==> config.mk <==
export PLATFORM = sky130hd
export DESIGN_NAME = plic_lite
export DESIGN_NICKNAME = d
export VERILOG_FILES = /design/src/rtl/plic_lite_pkg.sv /design/src/rtl/plic_gateway.sv /design/src/rtl/plic_lite.sv
export SDC_FILE = /design/constraint.sdc
export NUM_CORES = 1
export LEC_CHECK = 0
export ABC_AREA = 1
export CAP_MARGIN = 20
export CORE_ASPECT_RATIO = 0.8
export CORE_UTILIZATION = 51
export DETAILED_ROUTE_END_ITERATION = 10
export GPL_TIMING_DRIVEN = 0
export PLACE_DENSITY = 0.8
export SYNTH_ARGS = -nofsm -noshare
export SYNTH_HDL_FRONTEND = slang
export SYNTH_SLANG_ARGS = --single-unit
export TNS_END_PERCENT = 30
==> constraint.sdc <==
create_clock -name clk -period 9.35 [get_ports clk]
set_clock_uncertainty 0.2 [all_clocks]
set_input_delay 1.87 -clock clk [delete_from_list [all_inputs] [get_ports clk]]
set_output_delay 1.87 -clock clk [all_outputs]
set_load 0.01 [all_outputs]
==> src/rtl/plic_lite_pkg.sv <==
// Shared constants and types for the lightweight platform-level interrupt controller.
package plic_lite_pkg;

    localparam int PLIC_NUM_SRC_DEF = 8;
    localparam int PLIC_PRIO_W_DEF  = 3;
    localparam int PLIC_ID_NONE     = 0;

    typedef enum logic {
        GW_LEVEL = 1'b0,
        GW_EDGE  = 1'b1
    } gw_mode_e;

    function automatic int plic_id_w(input int num_src);
        return $clog2(num_src + 1);
    endfunction

endpackage

==> src/rtl/plic_gateway.sv <==
// One interrupt source: two-flop synchroniser followed by a level or edge gateway
// tracking pending / in-flight / deferred state.
module plic_gateway
    import plic_lite_pkg::*;
#(
    parameter gw_mode_e MODE = GW_LEVEL
) (
    input  logic clk,
    input  logic reset,
    input  logic s_in,
    input  logic claim,
    input  logic complete,
    output logic pending,
    output logic in_flight
);

    logic sync_p0;
    logic sync_p1;
    logic sync_p2;
    logic deferred;
    logic rise;
    logic set_req;

    assign rise    = sync_p1 & ~sync_p2;
    assign set_req = (MODE == GW_EDGE) ? rise : sync_p1;

    always_ff @(posedge clk or posedge reset) begin
        if (reset) begin
            sync_p0   <= 1'b0;
            sync_p1   <= 1'b0;
            sync_p2   <= 1'b0;
            pending   <= 1'b0;
            in_flight <= 1'b0;
            deferred  <= 1'b0;
        end else begin
            // synchroniser stage boundary: sync_p1 is the only value the gateway trusts
            sync_p0 <= s_in;
            sync_p1 <= sync_p0;
            sync_p2 <= sync_p1;

            if (claim) begin
                pending   <= 1'b0;
                in_flight <= 1'b1;
            end else if (complete && in_flight) begin
                in_flight <= 1'b0;
                // a deferred edge, or one arriving right now, re-pends exactly once
                if ((MODE == GW_EDGE) && (deferred || rise)) begin
                    pending  <= 1'b1;
                    deferred <= 1'b0;
                end
            end else if (!in_flight) begin
                if (set_req) begin
                    pending <= 1'b1;
                end
            end else if ((MODE == GW_EDGE) && rise) begin
                deferred <= 1'b1;
            end
        end
    end

endmodule

==> src/rtl/plic_lite.sv <==
// Parametrised external interrupt controller: per-source gateways, priority arbiter,
// global threshold, MEIP generation and claim/complete handshake.
module plic_lite
    import plic_lite_pkg::*;
#(
    parameter int                 NUM_SRC   = PLIC_NUM_SRC_DEF,
    parameter int                 PRIO_W    = PLIC_PRIO_W_DEF,
    parameter int                 ID_W      = plic_id_w(NUM_SRC),
    parameter logic [NUM_SRC-1:0] EDGE_MASK = '0
) (
    input  logic               clk,
    input  logic               reset,
    input  logic [NUM_SRC-1:0] src_irq,
    input  logic               prio_we,
    input  logic [ID_W-1:0]    prio_idx,
    input  logic [PRIO_W-1:0]  prio_wdata,
    input  logic               en_we,
    input  logic [NUM_SRC-1:0] en_wdata,
    input  logic               thr_we,
    input  logic [PRIO_W-1:0]  thr_wdata,
    input  logic               claim_req,
    output logic               claim_valid,
    output logic [ID_W-1:0]    claim_id,
    input  logic               complete_req,
    input  logic [ID_W-1:0]    complete_id,
    output logic               meip
);

    logic [PRIO_W-1:0]  prio_q [NUM_SRC];
    logic [NUM_SRC-1:0] en_q;
    logic [PRIO_W-1:0]  thr_q;
    logic [NUM_SRC-1:0] pending;
    logic [NUM_SRC-1:0] in_flight;
    logic [NUM_SRC-1:0] eligible;
    logic [PRIO_W-1:0]  best_prio;
    logic [ID_W-1:0]    best_id;
    logic               irq_hit;

    for (genvar g = 0; g < NUM_SRC; g++) begin : g_src
        plic_gateway #(
            .MODE(EDGE_MASK[g] ? GW_EDGE : GW_LEVEL)
        ) u_gw (
            .clk      (clk),
            .reset    (reset),
            .s_in     (src_irq[g]),
            .claim    (claim_req && irq_hit && (best_id == ID_W'(g + 1))),
            .complete (complete_req && (complete_id == ID_W'(g + 1))),
            .pending  (pending[g]),
            .in_flight(in_flight[g])
        );
    end

    always_ff @(posedge clk or posedge reset) begin
        if (reset) begin
            for (int i = 0; i < NUM_SRC; i++) begin
                prio_q[i] <= '0;
            end
            en_q  <= '0;
            thr_q <= '0;
        end else begin
            // out-of-range indices (0 or above NUM_SRC) simply match no source
            for (int i = 0; i < NUM_SRC; i++) begin
                if (prio_we && (prio_idx == ID_W'(i + 1))) begin
                    prio_q[i] <= prio_wdata;
                end
            end
            if (en_we) begin
                en_q <= en_wdata;
            end
            if (thr_we) begin
                thr_q <= thr_wdata;
            end
        end
    end

    // strict compare while scanning upward keeps the lowest ID on priority ties
    always_comb begin
        best_prio = '0;
        best_id   = ID_W'(PLIC_ID_NONE);
        for (int i = 0; i < NUM_SRC; i++) begin
            eligible[i] = pending[i] && en_q[i] && (prio_q[i] != '0);
            if (eligible[i] && (prio_q[i] > best_prio)) begin
                best_prio = prio_q[i];
                best_id   = ID_W'(i + 1);
            end
        end
    end

    assign irq_hit = best_prio > thr_q;

    always_ff @(posedge clk or posedge reset) begin
        if (reset) begin
            meip        <= 1'b0;
            claim_valid <= 1'b0;
            claim_id    <= ID_W'(PLIC_ID_NONE);
        end else begin
            meip        <= irq_hit;
            claim_valid <= claim_req;
            if (claim_req) begin
                claim_id <= irq_hit ? best_id : ID_W'(PLIC_ID_NONE);
            end
        end
    end

endmodule

==> out/qor_table.md, run 1 <==
| Step | Metric | This run |
|---|---|---|
| status | Status | finished clean |
| detailed routing | Final antenna-violating net count | 0 |
| timing | Final worst path period share | 93.2% |
| yosys | Synth Instances | 458 |
| detailed routing | Residual DRC count | 0 |
| grt | GRT Total Usage | 22.9% |
| timing | Max frequency | 0.115 GHz |
| yosys | Synth warn | 0 |
| die | Die Y | 80.8 um |
| cts | Number of buffers on the longest clock path | 2 |
| cts | CTS H-tree lvls | 3 |
| cts | TritonCTS sink count | 73 |
| min path | HP Class | flip-flop to flip-flop |
| setup path | Endpoint arrival time on the critical path | 8.77 ns |
| setup path | CP max-delay cell | sky130_fd_sc_hd__dfrtp_1 |
| power | Power per unit of standard cell area | 316 nW/um2 |
| detailed routing | First drt pass iteration count | 5 |
| grt | First-pass GRT wire length | 14.1 mm |
| timing | Final Hold Violating Endpoints | 0 |
| setup path | Class of the most critical setup path | flip-flop to flip-flop |
| die | Starting Density | 53.1% |
| die | Die footprint | 8120 um2 |
| place | Worst setup slack before clock tree synthesis | -0.615 ns |
| detailed routing | DRT iter0 DRCs | 177 |
| place | Area after DPL | 4510 um2 |
| yosys | FF+latch count, synth | 73 |
| setup path | Count of buffering cells on the critical path with inverters included | 4 |
| yosys | Post-synthesis sequential area ratio | 46.1% |
| grt | Largest net degree at the start of global routing | 74 |
| yosys | Multiplexer share of the synthesized area | 1.42% |
| power | Leak pwr | 0.00230 uW |
| yosys | Unique cell type count in the Yosys netlist | 35 |
| layout | Number of inserted filler cells in the final layout | 619 |
| cts | Clock insertion delay at the later pin of the skew report | 0.36 ns |
| power | Worst vdd rail ir drop | 0.148 mV |
| detailed routing | Detail-routed via count per cell | 5.15 |
| flow run | Max_cap viols | 0 |
| yosys | Post-Synth Adder-Cell Area | 5.06% |
| setup path | CP peak stage delay | 0.37 ns |
| cts | Master cell of the clock root buffer | sky130_fd_sc_hd__clkbuf_8 |
| grt | Number of global-route vias before repair | 2990 |
| grt | Grt total ovfl | 0 |
| layout | Finished Cell Area | 4890 um2 |
| layout | Share of post-route cells with drive strength above 1 | 19.7% |
| grt | Global routing met1 resource utilization | 31.8% |
| setup path | Maximum fanout along the worst path | 7 |
| cts | TritonCTS clock tree | yes |
| place | Final HPWL DP | 6.26 mm |
| cts | CTS clk-pin slew, worst paths | 0.09 ns |
| detailed routing | Via total after detailed routing | 3232 |
| timing | Slew at the pin closest to its max-slew limit | 0.866 ns |
| yosys | Cell area after technology mapping | 3960 um2 |
| grt | Most Crowded Layer GR | met2 |
| die | Standard-cell row count | 28 |
| die | Number of top-level design ports | 43 |
| layout | Layout Nets | 571 |
| die | Die Wd | 101 um |
| yosys | Area fraction in compound gates after synthesis | 11.2% |
| detailed routing | Total wire length | 8.66 mm |
| setup path | Critical path data required time | 9.41 ns |
| die | Core Footprint | 7460 um2 |
| setup path | Crit-path leading delay family | simple AND/OR/NAND/NOR gates |
| yosys | Syn_area_per_cell | 8.64 um2 |
| yosys | Post-synthesis share of cell area spent on and, or, nand and nor gates | 29.5% |
| timing | Worst max-slew margin expressed relative to the limit | 42.3% |
| setup path | Startpoint types | flip-flop |
| grt | Met3 layer usage reported by global route | 6.20% |
| yosys | Xor-xnor portion of the synthesized cell area | 0% |
| timing | Worst-case setup margin in the final layout | 0.634 ns |
| yosys | Number of enable-type register cells in the synthesized netlist | 0 |
| layout | Area Overhead vs Synth | 23.6% |
| yosys | Dominant combinational cell family by area after synthesis | simple AND/OR/NAND/NOR gates |
| layout | Final Core Density | 65.6% |
| timing | Time the final worst path needs with I/O delays and setup | 8.72 ns |
| setup path | Cell seen most often among critical-path stages | sky130_fd_sc_hd__nand2_1 |
| power | Total power consumption of the routed design | 1550 uW |
| grt | Number of antenna violations at the first check in global routing | 0 |
| timing | Number of slew-limit violations in the final report | 0 |
| yosys | Main flop type after synthesis | sky130_fd_sc_hd__dfrtp_1 |
| timing | Setup Total Neg Slack | 0 ns |
| setup path | Critical path capture point type | flip-flop |
| grt | Met2 routing resource usage after global routing | 36.0% |
| timing | Final count of negative-setup-slack endpoints | 0 |
| detailed routing | WL/cell | 13.8 um |
| place | Final estimated routing congestion in global placement | 0.867 |
| layout | Count of inserted antenna diode cells | 0 |
| cts | Clock buffer count from CTS | 9 |
| yosys | Ys async rst share | 100% |
| yosys | Mapped Nets | 511 |
| place | Number of port buffers | 42 |
-- report_power, final --
group	total, uW	switching, uW	internal, uW
Sequential	423	43.3	380
Clock	240	136	104
Combinational	883	536	348
Total	1550	715	831
-- routing by layer --
layer  vias up  wire (um)
li1       1623          -
met1      1493       4000
met2       101       4090
met3        15        459
met4         0        107
met5         -          0
-- cells by family (layout without fill, tap and decap cells) --
group | after synthesis | in the layout
compound gates | 79 | 79
fa+ha+maj | 16 | 16
buf+inv | 70 | 135
flops | 73 | 73
mux | 5 | 5
simple gates | 215 | 215
-- per-stage QoR --
step           hold slack, ns  cells
6_report                0.154    628
5_1_grt                 0.159    628
4_1_cts                 0.155    624
3_5_place_dp            0.135    605
3_3_place_gp            0.131    605
2_1_floorplan           0.131    458
-- timing repair --
item,in CTS,in global routing
resized for setup,4,33
endpoints found under the setup margin,20,21
hold buffers,0,0
setup buffers,3,4
pin swaps,2,5
-- worst register-to-register path, delay by kind of cell, from the launching register on --
kind                       cells  cell delay (ns)
DFF                            1             0.37
AOI/OAI and AO/OA             13             1.93
buffers and inverters          4             0.38
and+or+nand+nor               34             3.40
adders and majority gates      8             2.31
-- final cells by class --
| class | instances | area (um2) | area share (%) |
|---|---|---|---|
| multi-input cells | 315 | 2000 | 40.9 |
| flip-flops and latches | 73 | 1830 | 37.3 |
| repair buffers | 49 | 477 | 9.74 |
| inverters | 69 | 264 | 5.39 |
| well taps | 105 | 131 | 2.68 |
| clock buffers | 9 | 124 | 2.53 |
| clock inverters | 7 | 65.1 | 1.33 |
| plain buffers | 1 | 3.75 | 0.0767 |
-- registers in the layout, summed over array words and instances (netlist names), 3 cells and up --
| name | flops |
|---|---|
| prio_q | 24 |
| en_q | 8 |
| g_src.u_gw.in_flight | 8 |
| g_src.u_gw.pending | 8 |
| g_src.u_gw.set_req | 8 |
| g_src.u_gw.sync_p0 | 8 |
| claim_id | 4 |
| thr_q | 3 |
-- path summary, 6_finish.rpt --
kind / startpoint / endpoint / slack (ns) / cells after the start
worst max-delay path: g_src[0].u_gw.pending / g_src[2].u_gw.pending / 0.63 / 59
worst min-delay path: g_src[1].u_gw.sync_p0 / g_src[1].u_gw.set_req / 0.15 / 0
worst max register to register: g_src[0].u_gw.pending / g_src[2].u_gw.pending / 0.63 / 59
worst min register to register: g_src[1].u_gw.sync_p0 / g_src[1].u_gw.set_req / 0.15 / 0
max in group asynchronous: reset / prio_q[12] / 6.54 / 2
min in group asynchronous: reset / g_src[0].u_gw.set_req / 1.84 / 2
-- synthesized netlist by cell type (2+ instances only) --
cell type	number	area [um2]
sky130_fd_sc_hd__a21oi_1	14	70.1
sky130_fd_sc_hd__a21oi_2	2	17.5
sky130_fd_sc_hd__a31oi_1	7	43.8
sky130_fd_sc_hd__and2_1	2	12.5
sky130_fd_sc_hd__dfrtp_1	73	1830
sky130_fd_sc_hd__ha_1	16	200
sky130_fd_sc_hd__inv_1	67	251
sky130_fd_sc_hd__mux2_2	5	56.3
sky130_fd_sc_hd__nand2_1	103	387
sky130_fd_sc_hd__nand2_2	13	81.3
sky130_fd_sc_hd__nand2_4	7	78.8
sky130_fd_sc_hd__nand3_1	30	150
sky130_fd_sc_hd__nand3_2	10	100
sky130_fd_sc_hd__nand3_4	5	87.6
sky130_fd_sc_hd__nand4_1	3	18.8
sky130_fd_sc_hd__nor2_1	30	113
sky130_fd_sc_hd__nor2_4	3	33.8
sky130_fd_sc_hd__nor2_8	2	40.0
sky130_fd_sc_hd__nor3_1	2	10.0
sky130_fd_sc_hd__o21a_1	3	22.5
sky130_fd_sc_hd__o21ai_0	42	210
sky130_fd_sc_hd__o21ai_1	5	25.0
sky130_fd_sc_hd__o311ai_0	2	17.5
-- placed cells by master, fill, tap and decap left out, types with 3 or more instances in the layout --
cell type                         count
sky130_fd_sc_hd__a21oi_1             12
sky130_fd_sc_hd__a21oi_2              4
sky130_fd_sc_hd__a31oi_1              6
sky130_fd_sc_hd__buf_4                6
sky130_fd_sc_hd__clkbuf_8             9
sky130_fd_sc_hd__clkdlybuf4s50_1     42
sky130_fd_sc_hd__dfrtp_1             73
sky130_fd_sc_hd__ha_1                12
sky130_fd_sc_hd__ha_4                 4
sky130_fd_sc_hd__inv_1               63
sky130_fd_sc_hd__inv_2                3
sky130_fd_sc_hd__inv_6                4
sky130_fd_sc_hd__mux2_2               5
sky130_fd_sc_hd__nand2_1             99
sky130_fd_sc_hd__nand2_2             16
sky130_fd_sc_hd__nand2_4              8
sky130_fd_sc_hd__nand3_1             28
sky130_fd_sc_hd__nand3_2             12
sky130_fd_sc_hd__nand3_4              5
sky130_fd_sc_hd__nand4_1              3
sky130_fd_sc_hd__nor2_1              28
sky130_fd_sc_hd__nor2_4               4
sky130_fd_sc_hd__o21a_1               3
sky130_fd_sc_hd__o21ai_0             35
sky130_fd_sc_hd__o21ai_1              5
sky130_fd_sc_hd__o21ai_2              7
Note: power is estimated with default switching activity, not from simulation.
==> run 2: changes to the inputs <==
--- a/config.mk
+++ b/config.mk
@@ -10,8 +10,8 @@
 export CORE_ASPECT_RATIO = 0.8
 export CORE_UTILIZATION = 51
 export DETAILED_ROUTE_END_ITERATION = 10
-export GPL_TIMING_DRIVEN = 0
 export PLACE_DENSITY = 0.8
+export SLEW_MARGIN = 40
 export SYNTH_ARGS = -nofsm -noshare
 export SYNTH_HDL_FRONTEND = slang
 export SYNTH_SLANG_ARGS = --single-unit
==> run 2 against run 1 <==
Non-clock buffer count down 2. Sequential power is essentially flat. Largest power group unchanged. Highest routed layer unchanged. Total power shrank 3.6%. First-iteration DRC count rose by 13%. Flip-flop and latch count did not move. Via count rose by 0.87%. Die area unchanged. Clock power down 10%. Fmax is 0.44% lower. Critical path depth grew 1. Combinational power is 4.1% lower.
==> out/qor_table.md, run 2 (synthesis gave the netlist of run 1 again) <==
| Step | Metric | This run |
|---|---|---|
| setup path | End point of the critical path | g_src[1].u_gw.in_flight |
| detailed routing | Total wire length | 8.91 mm |
| place | Final HPWL DP | 6.50 mm |
| layout | Finished Cell Area | 4810 um2 |
| grt | GRT Total Usage | 23.0% |
| die | Starting Density | 53.1% |
| die | Die Wd | 101 um |
| setup path | Crit-path leading delay family | simple AND/OR/NAND/NOR gates |
| detailed routing | Final antenna-violating net count | 0 |
| place | Number of port buffers | 42 |
| setup path | Worst setup startpoint | g_src[0].u_gw.pending |
| setup path | CP max-delay cell | sky130_fd_sc_hd__dfrtp_1 |
| place | Area after DPL | 4530 um2 |
| layout | Largest register by flop count | prio_q |
| layout | Share of post-route cells with drive strength above 1 | 18.1% |
| cts | TritonCTS clock tree | yes |
| layout | Number of inserted filler cells in the final layout | 623 |
| cts | CTS clk-pin slew, worst paths | 0.08 ns |
| timing | Post-Route Hold Slack | 0.151 ns |
| setup path | Cell seen most often among critical-path stages | sky130_fd_sc_hd__nand2_1 |
| die | Core Footprint | 7460 um2 |
| setup path | Startpoint types | flip-flop |
| setup path | Class of the most critical setup path | flip-flop to flip-flop |
| timing | Worst max-slew margin expressed relative to the limit | 56.8% |
| detailed routing | Detail-routed via count per cell | 5.22 |
| setup path | Endpoint arrival time on the critical path | 8.85 ns |
| timing | Number of slew-limit violations in the final report | 0 |
| die | Die Y | 80.8 um |
| detailed routing | Residual DRC count | 0 |
| layout | Most frequent standard cell in the layout excluding fill and tap cells | sky130_fd_sc_hd__nand2_1 |
| cts | Number of buffers on the longest clock path | 2 |
| grt | Grt total ovfl | 0 |
| detailed routing | WL/cell | 14.3 um |
| grt | Number of antenna violations at the first check in global routing | 0 |
| die | Die footprint | 8120 um2 |
| timing | Final worst path period share | 93.6% |
| layout | Number of flip-flops in the largest register | 24 |
| status | Status | finished clean |
| timing | Max frequency | 0.114 GHz |
| setup path | Count of buffering cells on the critical path with inverters included | 6 |
| flow run | Max_cap viols | 0 |
| detailed routing | Via total after detailed routing | 3260 |
| grt | First-pass GRT wire length | 14.1 mm |
| cts | TritonCTS sink count | 73 |
| cts | Clock buffer count from CTS | 9 |
| setup path | Launching point of the worst reg2reg path | g_src[0].u_gw.pending |
| layout | Layout Nets | 569 |
| setup path | Total stage count of the critical path | 60 |
| setup path | R2r setup slk | 0.59 ns |
| power | Leak pwr | 0.00227 uW |
| grt | Number of global-route vias before repair | 2995 |
| cts | Clock insertion delay at the later pin of the skew report | 0.35 ns |
| power | Worst vdd rail ir drop | 0.137 mV |
| timing | Final Hold Violating Endpoints | 0 |
| timing | Time the final worst path needs with I/O delays and setup | 8.76 ns |
| die | Number of top-level design ports | 43 |
| min path | HP Class | flip-flop to flip-flop |
| layout | Count of inserted antenna diode cells | 0 |
| setup path | Critical path data required time | 9.44 ns |
| setup path | CP peak stage delay | 0.35 ns |
| power | Power per unit of standard cell area | 309 nW/um2 |
| die | Standard-cell row count | 28 |
| setup path | Crit Reg-Reg Endpoint | g_src[1].u_gw.in_flight |
| setup path | Maximum fanout along the worst path | 7 |
| setup path | Critical path capture point type | flip-flop |
| grt | Largest net degree at the start of global routing | 74 |
| timing | Slew at the pin closest to its max-slew limit | 0.648 ns |
| cts | Post-cts hold buffer count | 0 |
| detailed routing | DRT iter0 DRCs | 200 |
| cts | CTS H-tree lvls | 3 |
| layout | Commonest cells after routing, fill and taps aside | sky130_fd_sc_hd__nand2_1 (101), sky130_fd_sc_hd__dfrtp_1 (73), sky130_fd_sc_hd__inv_1 (63) |
| power | Total power consumption of the routed design | 1490 uW |
| timing | Final count of negative-setup-slack endpoints | 0 |
| layout | Area Overhead vs Synth | 21.6% |
| detailed routing | First drt pass iteration count | 5 |
| cts | Master cell of the clock root buffer | sky130_fd_sc_hd__clkbuf_8 |
| place | Final estimated routing congestion in global placement | 0.890 |
| setup path | Worst reg-to-reg path cell count | 60 |
==> run 2: cell types whose count changed in the layout (fill, tap and decap cells not counted), sizes merged <==
cell | before | now
clkinv | 1 | 3
clkinvlp | 1 | 3
inv | 74 | 69
buf | 7 | 6
clkbuf | 10 | 9
==> run 2: layout make-up <==
class	count	area [um2]	share of cell area [%]
repair buffers	48	469	9.75
well taps	105	131	2.73
multi-input cells	315	1960	40.7
clock inverters	6	45.0	0.936
flip-flops and latches	73	1830	38.0
inverters	69	259	5.38
clock buffers	9	124	2.57
==> run 2: per-layer routing <==
metal | up-vias | track usage (%) | share of wire [%] | wire [um]
li1 | 1614 | - | - | -
met1 | 1561 | 31.7 | 47 | 4210
met2 | 72 | 35.7 | 47 | 4160
met3 | 13 | 6.37 | 4.7 | 416
met4 | 0 | 6.67 | 1.4 | 123
met5 | - | 0 | 0 | 0
==> run 2: power breakdown <==
part | internal (uW) | switching, uW
sequential | 380 | 46.0
clock | 95.5 | 121
combinational | 326 | 522
==> run 2: worst min path at each step <==
stage / startpoint / end / cells past startpoint
after CTS: g_src[7].u_gw.sync_p0 / g_src[7].u_gw.set_req / 0
after global placement: g_src[0].u_gw.sync_p0 / g_src[0].u_gw.set_req / 0
after floorplan: g_src[0].u_gw.sync_p0 / g_src[0].u_gw.set_req / 0
after detailed placement: g_src[5].u_gw.sync_p0 / g_src[5].u_gw.set_req / 0
final: g_src[7].u_gw.sync_p0 / g_src[7].u_gw.set_req / 0
after global routing: g_src[7].u_gw.sync_p0 / g_src[7].u_gw.set_req / 0
==> run 2: metrics by stage <==
step	instances	setup TNS, ns	worst slack (ns)	util (%)
global placement	607	0	0.402	60.7
global route	625	-0.0380	-0.0227	64.5
finish	625	0	0.595	64.5
floorplan	458	0	0.623	-
detailed placement	607	-0.583	-0.132	60.7
CTS	622	0	0.0415	63.0
==> run 2: worst register-to-register path: cells and delay by family, from the launching register on <==
kind | cells | cell delay [ns]
compound gates | 13 | 1.94
buf+inv | 6 | 0.57
flops | 1 | 0.35
fa+ha+maj | 8 | 2.33
simple gates | 33 | 3.26
==> run 2: timing repair <==
item,in CTS,in global routing
setup buffers,0,3
cloned,0,0
endpoints found under the setup margin,7,21
pin swaps,0,7
gates resized for setup,3,25
